`src/rtl/instr_mem_pkg.sv`:
```
// Shared types and helpers for the programmable instruction memory.
// Imported by the fetch/load controller and its storage.
package instr_mem_pkg;

  typedef enum logic [1:0] {
    CLEAR = 2'd0,
    IDLE  = 2'd1,
    LOAD  = 2'd2
  } state_e;

  localparam int MAX_DATA_W = 1024;
  localparam logic [MAX_DATA_W-1:0] NOP = '0;

  function automatic int bytes_per_word(input int dw);
    return dw / 8;
  endfunction

endpackage

```
`src/rtl/instr_mem_prog_if.sv`:
```
// Fetch handshake and byte-serial program-load port.
// master = CPU/loader side, slave = memory side.
interface instr_mem_prog_if #(
  parameter int ADDR_W = 8,
  parameter int DATA_W = 32
);

  logic              if_req;
  logic [ADDR_W-1:0] if_addr;
  logic              if_ready;
  logic              if_valid;
  logic [DATA_W-1:0] if_instr;
  logic              if_err;

  logic              ld_start;
  logic              ld_valid;
  logic [7:0]        ld_byte;
  logic              ld_done;
  logic              busy;
  logic [ADDR_W:0]   ld_count;
  logic              ld_ovf;

  modport master (
    output if_req, if_addr,
    input  if_ready, if_valid, if_instr, if_err,
    output ld_start, ld_valid, ld_byte, ld_done,
    input  busy, ld_count, ld_ovf
  );

  modport slave (
    input  if_req, if_addr,
    output if_ready, if_valid, if_instr, if_err,
    input  ld_start, ld_valid, ld_byte, ld_done,
    output busy, ld_count, ld_ovf
  );

endinterface

```
`src/rtl/instr_mem_ram.sv`:
```
// Single-port synchronous RAM, registered read.
// Read register resets so the fetch output starts at zero.
module instr_mem_ram #(
  parameter int DEPTH  = 64,
  parameter int DATA_W = 32,
  parameter int AW     = 6
) (
  input  logic              clk,
  input  logic              rst_n,
  input  logic              we_i,
  input  logic              re_i,
  input  logic [AW-1:0]     addr_i,
  input  logic [DATA_W-1:0] wdata_i,
  output logic [DATA_W-1:0] rdata_o
);

  logic [DATA_W-1:0] mem_q [DEPTH];
  logic [DATA_W-1:0] rdata_q;

  always_ff @(posedge clk) begin
    if (we_i) begin
      mem_q[addr_i] <= wdata_i;
    end
  end

  always_ff @(posedge clk or negedge rst_n) begin
    if (!rst_n) begin
      rdata_q <= '0;
    end else if (re_i) begin
      rdata_q <= mem_q[addr_i];
    end
  end

  assign rdata_o = rdata_q;

endmodule

```
`src/rtl/instr_mem_prog.sv`:
```
// Programmable instruction memory: self-clear, byte-serial load,
// one-cycle registered fetch with out-of-range error flag.
module instr_mem_prog
  import instr_mem_pkg::*;
#(
  parameter int ADDR_W = 8,
  parameter int DATA_W = 32,
  parameter int DEPTH  = 64
) (
  input logic clk,
  input logic rst_n,
  instr_mem_prog_if.slave bus
);

  localparam int RAM_AW = (DEPTH > 1) ? $clog2(DEPTH) : 1;
  localparam int BPW    = bytes_per_word(DATA_W);
  localparam int CW     = (BPW > 1) ? $clog2(BPW) : 1;
  localparam logic [ADDR_W:0] DEPTH_L  = (ADDR_W+1)'(DEPTH);
  localparam logic [RAM_AW-1:0] CLR_LAST = RAM_AW'(DEPTH - 1);
  localparam logic [CW-1:0] BYTE_LAST = CW'(BPW - 1);

  if ((DATA_W % 8) != 0 || DEPTH < 1 || DEPTH > (2 ** ADDR_W)) begin : g_chk
    $error("instr_mem_prog: bad DATA_W/DEPTH/ADDR_W combination");
  end

  state_e            state_q, state_d;
  logic [RAM_AW-1:0] clr_q, clr_d;
  logic [ADDR_W:0]   ptr_q, ptr_d;
  logic [CW-1:0]     bcnt_q, bcnt_d;
  logic [DATA_W-1:0] asm_q, asm_d;
  logic              ovf_q, ovf_d;
  logic              vld_q, err_q;

  logic              ram_we;
  logic              ram_re;
  logic [RAM_AW-1:0] ram_addr;
  logic [DATA_W-1:0] ram_wdata;
  logic [DATA_W-1:0] ram_rdata;
  logic [DATA_W-1:0] asm_sh;
  logic              fire;
  logic              in_rng;

  assign asm_sh = (asm_q << 8) | DATA_W'(bus.ld_byte);
  assign fire   = bus.if_req && (state_q == IDLE);
  assign in_rng = {1'b0, bus.if_addr} < DEPTH_L;
  assign ram_re = fire && in_rng;

  always_ff @(posedge clk or negedge rst_n) begin
    if (!rst_n) begin
      state_q <= CLEAR;
      clr_q   <= '0;
      ptr_q   <= '0;
      bcnt_q  <= '0;
      asm_q   <= '0;
      ovf_q   <= 1'b0;
      vld_q   <= 1'b0;
      err_q   <= 1'b0;
    end else begin
      state_q <= state_d;
      clr_q   <= clr_d;
      ptr_q   <= ptr_d;
      bcnt_q  <= bcnt_d;
      asm_q   <= asm_d;
      ovf_q   <= ovf_d;
      vld_q   <= fire;
      if (fire) begin
        err_q <= !in_rng;
      end
    end
  end

  always_comb begin
    state_d   = state_q;
    clr_d     = clr_q;
    ptr_d     = ptr_q;
    bcnt_d    = bcnt_q;
    asm_d     = asm_q;
    ovf_d     = ovf_q;
    ram_we    = 1'b0;
    ram_wdata = asm_sh;
    unique case (state_q)
      CLEAR: begin
        ram_we    = 1'b1;
        ram_wdata = NOP[DATA_W-1:0];
        clr_d     = clr_q + 1'b1;
        if (clr_q == CLR_LAST) begin
          clr_d   = '0;
          state_d = IDLE;
        end
      end
      IDLE: begin
        if (bus.ld_start) begin
          state_d = LOAD;
          ptr_d   = '0;
          bcnt_d  = '0;
          ovf_d   = 1'b0;
        end
      end
      LOAD: begin
        // byte is taken before ld_done, so a final byte still lands
        if (bus.ld_valid) begin
          asm_d = asm_sh;
          if (bcnt_q == BYTE_LAST) begin
            bcnt_d = '0;
            if (ptr_q < DEPTH_L) begin
              ram_we = 1'b1;
              ptr_d  = ptr_q + 1'b1;
            end else begin
              ovf_d = 1'b1;
            end
          end else begin
            bcnt_d = bcnt_q + 1'b1;
          end
        end
        if (bus.ld_done) begin
          state_d = IDLE;
        end
      end
      default: state_d = CLEAR;
    endcase
  end

  always_comb begin
    ram_addr = bus.if_addr[RAM_AW-1:0];
    unique case (1'b1)
      (state_q == CLEAR): ram_addr = clr_q;
      (state_q == LOAD):  ram_addr = ptr_q[RAM_AW-1:0];
      default:            ram_addr = bus.if_addr[RAM_AW-1:0];
    endcase
  end

  instr_mem_ram #(
    .DEPTH  (DEPTH),
    .DATA_W (DATA_W),
    .AW     (RAM_AW)
  ) u_ram (
    .clk     (clk),
    .rst_n   (rst_n),
    .we_i    (ram_we),
    .re_i    (ram_re),
    .addr_i  (ram_addr),
    .wdata_i (ram_wdata),
    .rdata_o (ram_rdata)
  );

  assign bus.if_ready = (state_q == IDLE);
  assign bus.if_valid = vld_q;
  assign bus.if_instr = err_q ? NOP[DATA_W-1:0] : ram_rdata;
  assign bus.if_err   = err_q;
  assign bus.busy     = (state_q != IDLE);
  assign bus.ld_count = ptr_q;
  assign bus.ld_ovf   = ovf_q;

endmodule
```
`src/flat_wrapper.sv`:
```
// flat-port wrapper written by rule: the top's interface ports become plain ports
module instr_mem_prog_flat import instr_mem_pkg::*;
#(
  parameter int ADDR_W = 8,
  parameter int DATA_W = 32,
  parameter int DEPTH  = 64
)
  (clk, rst_n, bus_if_req, bus_if_addr, bus_if_ready, bus_if_valid, bus_if_instr, bus_if_err, bus_ld_start, bus_ld_valid, bus_ld_byte, bus_ld_done, bus_busy, bus_ld_count, bus_ld_ovf);
  instr_mem_prog_if #(.ADDR_W(ADDR_W), .DATA_W(DATA_W)) bus_i ();
  input logic clk;
  input logic rst_n;
  input wire logic [$bits(bus_i.if_req)-1:0] bus_if_req;
  input wire logic [$bits(bus_i.if_addr)-1:0] bus_if_addr;
  output wire logic [$bits(bus_i.if_ready)-1:0] bus_if_ready;
  output wire logic [$bits(bus_i.if_valid)-1:0] bus_if_valid;
  output wire logic [$bits(bus_i.if_instr)-1:0] bus_if_instr;
  output wire logic [$bits(bus_i.if_err)-1:0] bus_if_err;
  input wire logic [$bits(bus_i.ld_start)-1:0] bus_ld_start;
  input wire logic [$bits(bus_i.ld_valid)-1:0] bus_ld_valid;
  input wire logic [$bits(bus_i.ld_byte)-1:0] bus_ld_byte;
  input wire logic [$bits(bus_i.ld_done)-1:0] bus_ld_done;
  output wire logic [$bits(bus_i.busy)-1:0] bus_busy;
  output wire logic [$bits(bus_i.ld_count)-1:0] bus_ld_count;
  output wire logic [$bits(bus_i.ld_ovf)-1:0] bus_ld_ovf;
  assign bus_i.if_req = bus_if_req;
  assign bus_i.if_addr = bus_if_addr;
  assign bus_if_ready = bus_i.if_ready;
  assign bus_if_valid = bus_i.if_valid;
  assign bus_if_instr = bus_i.if_instr;
  assign bus_if_err = bus_i.if_err;
  assign bus_i.ld_start = bus_ld_start;
  assign bus_i.ld_valid = bus_ld_valid;
  assign bus_i.ld_byte = bus_ld_byte;
  assign bus_i.ld_done = bus_ld_done;
  assign bus_busy = bus_i.busy;
  assign bus_ld_count = bus_i.ld_count;
  assign bus_ld_ovf = bus_i.ld_ovf;
  instr_mem_prog #(.ADDR_W(ADDR_W), .DATA_W(DATA_W), .DEPTH(DEPTH)) u_core (.clk(clk), .rst_n(rst_n), .bus(bus_i));
endmodule
```
`config.mk`:
```
export PLATFORM = sky130hd
export DESIGN_NAME = instr_mem_prog_flat
export DESIGN_NICKNAME = d
export VERILOG_FILES = /design/src/rtl/instr_mem_pkg.sv /design/src/rtl/instr_mem_prog_if.sv /design/src/rtl/instr_mem_ram.sv /design/src/rtl/instr_mem_prog.sv /design/src/flat_wrapper.sv
export SDC_FILE = /design/constraint.sdc
export NUM_CORES = 2
export LEC_CHECK = 0
export ABC_CLOCK_PERIOD_IN_PS = 5260
export CAP_MARGIN = 30
export CORE_MARGIN = 8
export CORE_UTILIZATION = 40
export CTS_BUF_LIST = sky130_fd_sc_hd__clkbuf_2
export DETAILED_ROUTE_END_ITERATION = 10
export PLACE_DENSITY = 0.55
export SLEW_MARGIN = 15
export SYNTH_ARGS = -nofsm -noshare
export SYNTH_HDL_FRONTEND = slang
export SYNTH_HIERARCHICAL = 1
export SYNTH_SLANG_ARGS = --single-unit
```
`constraint.sdc`:
```
create_clock -name clk -period 5.26 [get_ports clk]
set_input_delay 1.052 -clock clk [delete_from_list [all_inputs] [get_ports clk]]
set_output_delay 1.052 -clock clk [all_outputs]
set_load 0.02 [all_outputs]
```
==> results.md <==
- Slew Viols, Final: 0
- Area Overhead vs Synth: 14.04%
- Max cap viols: 0
- CTS Buf Count: 556
- CTS tree: built
- Slowest CP cell: clkdlybuf4s50_1
- Yosys synthesis warning count: 6
- Syn avg cell area: 18.00 sq um
- Reg-to-reg startpoint: u_core/state_q[1]
- I/O pins: 68
- H-tree depth: 6
- Tcrit/Tclk final: 0.9253
- Synth unique cells: 76
- Reg2reg path depth: 10
- WHS Path Cells: 4
- Setup WS post-layout: 392.9 ps
- Via count: 50.89k
- Status: finished clean
- Worst Path Required: 4210 ps
- WS Path Type: flop to primary output
- Total GRT Usage: 0.2508
- Final GP Congestion: 0.8581
- Peak supply drop: 0.4749 mV
- Vias in the first global route: 49.63k
- Seq/Total Area, Yosys: 0.7696
- Hold path startpoint: bus_ld_byte[4]
- Critical Path AT: 3820 ps
- Multi-input gate area in the final layout: 0.01796 sq mm
- DR WL/cell: 34.48 um
- Antenna violations before repair: 20
- Post-synth EDFFs: 2048
- IO buf count: 67
- Core box area: 0.2048 sq mm
- Ranking of synthesized cells by area: edfxtp_1 (75%), mux2i_1 (4.0%), mux4_2 (3.1%), dfrtp_1 (2.4%), mux2_2 (2.1%)
- Yosys reg bits: 2126
- Die H: 470.0 um
- Clock Skew: 159.3 ps
- Mapped Area: 0.08244 sq mm
- Layout Nets: 5292
- CTS root buf: clkbuf_2
- Post-Route WL: 287.0 mm
- CP startpoint kind: flop
- Crit. End Element: primary output
- Post-synth ARST share: 0.03669
- Largest net degree at the start of global routing: 94
- Synth top area share: 0.7459
- Layout cells sized above 1: 0.2870
- Final Non-Filler Cells: 8323
- Min cycle time layout: 4867 ps
- Max transition margin: 0.1494
- Max Clock Freq: 0.2055 GHz
- RSZ-0062 raised after global routing: false
- Detailed Routing Iterations Pass 1: 6
- Worst skew pair latency: 1910 ps
- DRC: 0
- Hold WS: 348.1 ps
- Detail-routed via count per cell: 6.114
- Worst Hold Class: primary input to flop
- Max Buffers Root-to-Sink: 4
- Inst Count DP: 7375
- DP Wirelength: 169.0 mm
- Antenna-violating nets left: 0
- Fill count: 17.89k
- CP max stage delay: 740 ps
- Die area: 0.2209 sq mm
- Mapped Cells: 4580
- CP cell instances: buf_12 > nor2b_2 > clkdlybuf4s50_1
- Worst reg2reg setup slack: 640 ps
- Worst-path clk slew: 100 ps
- Hold Path Sink: u_core/asm_q[4]
- Place WS: 100.1 ps
- LEAKAGE: 31.83 nW
- Die width: 470.0 um
- PD cells: 617.0 mW/mm^2
- Synth Flop Type: edfxtp_1
- Slew @ Worst Pin: 1276 ps
- Drt first-iter violations: 7131
- Crit path max fanout: 19
- RR Endpoint: u_core/u_ram/rdata_o[9]
- Starting Density: 0.4026
- # setup viols final: 0
- Synth area leader: edfxtp_1
- Post-Syn Nets: 4605
- Power, Total: 0.05801 W
- First-pass GRT wire length: 394.6 mm
- Setup bufs post-CTS: 0
- Area taken by flip-flops and latches: 0.06345 sq mm
- Final hold vios: 0
- Row cnt: 166
- Total grt overflow: 0
- Number of clock sinks: 2126
synthesized netlist by cell type, drive strengths merged (4+ instances only):
cell	number
nand4	11
nand3	49
a22oi	179
edfxtp	2048
buf	206
a221o	42
or2	8
o21ai	115
a21oi	129
nor2	172
o2111ai	6
o221ai	8
nor3b	5
a221oi	188
a31oi	34
a22o	35
and2	41
nor3	15
a222oi	12
clkbuf	103
o2bb2ai	20
o32a	13
a2bb2oi	5
o22a	5
inv	8
mux4	115
dfrtp	78
a211o	4
a211oi	10
o22ai	88
nor2b	39
nand2	206
o31ai	4
o311ai	4
o211ai	19
mux2	158
nand3b	6
and3	8
nand2b	7
or3	4
and3b	5
mux2i	327
power by group:
| group | internal (W) | switching, W | total, W |
|---|---|---|---|
| Combinational | 0.00804 | 0.0174 | 0.0254 |
| Sequential | 0.0211 | 0.000523 | 0.0216 |
| Clock | 0.00429 | 0.00664 | 0.0109 |
| Total | 0.0334 | 0.0246 | 0.0580 |
cell families (layout without fill, tap and decap cells):
group / Yosys count / in the layout / share of synthesized area
buffers and inverters: 317 / 1360 / 0.02072
other: 0 / 12 / 0
and+or+nand+nor: 590 / 590 / 0.03305
xor gates and xnor gates: 2 / 2 / 0.0002125
DFF: 2126 / 2126 / 0.7696
adders and majority gates: 3 / 3 / 0.0004553
muxes: 600 / 600 / 0.09274
AOI/OAI and AO/OA: 942 / 942 / 0.08320
flip-flops by register name, summed over array words and instances, names as in the netlist:
signal                cells
u_core/u_ram/mem_q     2048
u_core/u_ram/rdata_o     32
u_core/asm_q             24
u_core/bus.ld_count       9
u_core/clr_q              6
u_core/bcnt_q             2
u_core/state_q            2
u_core/bus.if_err         1
u_core/bus.if_valid       1
u_core/bus.ld_ovf         1
worst max path at each step:
| stage | from | to | slack, ps | depth (start not counted) |
|---|---|---|---|---|
| after floorplan | bus_if_addr[3] | u_core/u_ram/mem_q[34][0] | 90 | 9 |
| after global placement | bus_if_addr[2] | u_core/u_ram/rdata_o[14] | 170 | 12 |
| after detailed placement | bus_if_addr[2] | u_core/u_ram/rdata_o[14] | 100 | 12 |
| after CTS | u_core/bus.if_err | bus_if_instr[25] | -20 | 2 |
| after global routing | u_core/state_q[0] | bus_if_ready | 110 | 2 |
| final | u_core/bus.if_err | bus_if_instr[25] | 390 | 3 |
stage by stage:
step / util / area (sq um) / TNS [ps]
detailed placement: 0.4353 / 89150 / 0
global placement: 0.4348 / 89040 / 0
finish: 0.4591 / 94020 / 0
CTS: 0.4584 / 93880 / -21.37
floorplan: - / 82440 / 0
global route: 0.4590 / 94000 / 0
area by class of cell:
| type | instances | area share |
|---|---|---|
| Clock inverter | 105 | 0.005643 |
| Multi-Input combinational cell | 2137 | 0.1910 |
| Antenna cell | 12 | 0.0003194 |
| Clock buffer | 809 | 0.04306 |
| Tap cell | 2688 | 0.03577 |
| Timing Repair Buffer | 438 | 0.04892 |
| Sequential cell | 2126 | 0.6749 |
| Inverter | 8 | 0.0003992 |
critical path, delay by kind of cell (launching register included):
kind	cells	cell delay, ps
simple gates	1	490
buf+inv	2	960
flops	1	530
routing by layer:
layer,GRT usage,up-vias,wire [um]
met5,0,-,28
li1,-,20410,-
met2,0.3812,3420,129200
met4,0.09394,6,10230
met3,0.06908,570,33900
met1,0.3457,26480,113600
layout by cell type (no fill, tap or decap), types with 86 or more instances in the layout:
cell type  count
clkbuf_2     809
mux2_2       154
a22oi_1      179
edfxtp_1    2048
mux2i_1      327
nand2_1      205
mux4_2       115
o22ai_1       88
buf_4        265
nor2_1       110
a21oi_1      129
a221oi_1     187
buf_12        86
o21ai_0      107
repair_timing:
| action | 4_1_cts | 5_1_grt |
|---|---|---|
| hold endpoints to repair | 100 | 0 |
| resized for setup | 4 | 0 |
| hold buffers | 14 | 0 |
| endpoints found under the setup margin | 4 | 0 |
Power figures use the tool's default switching activity.
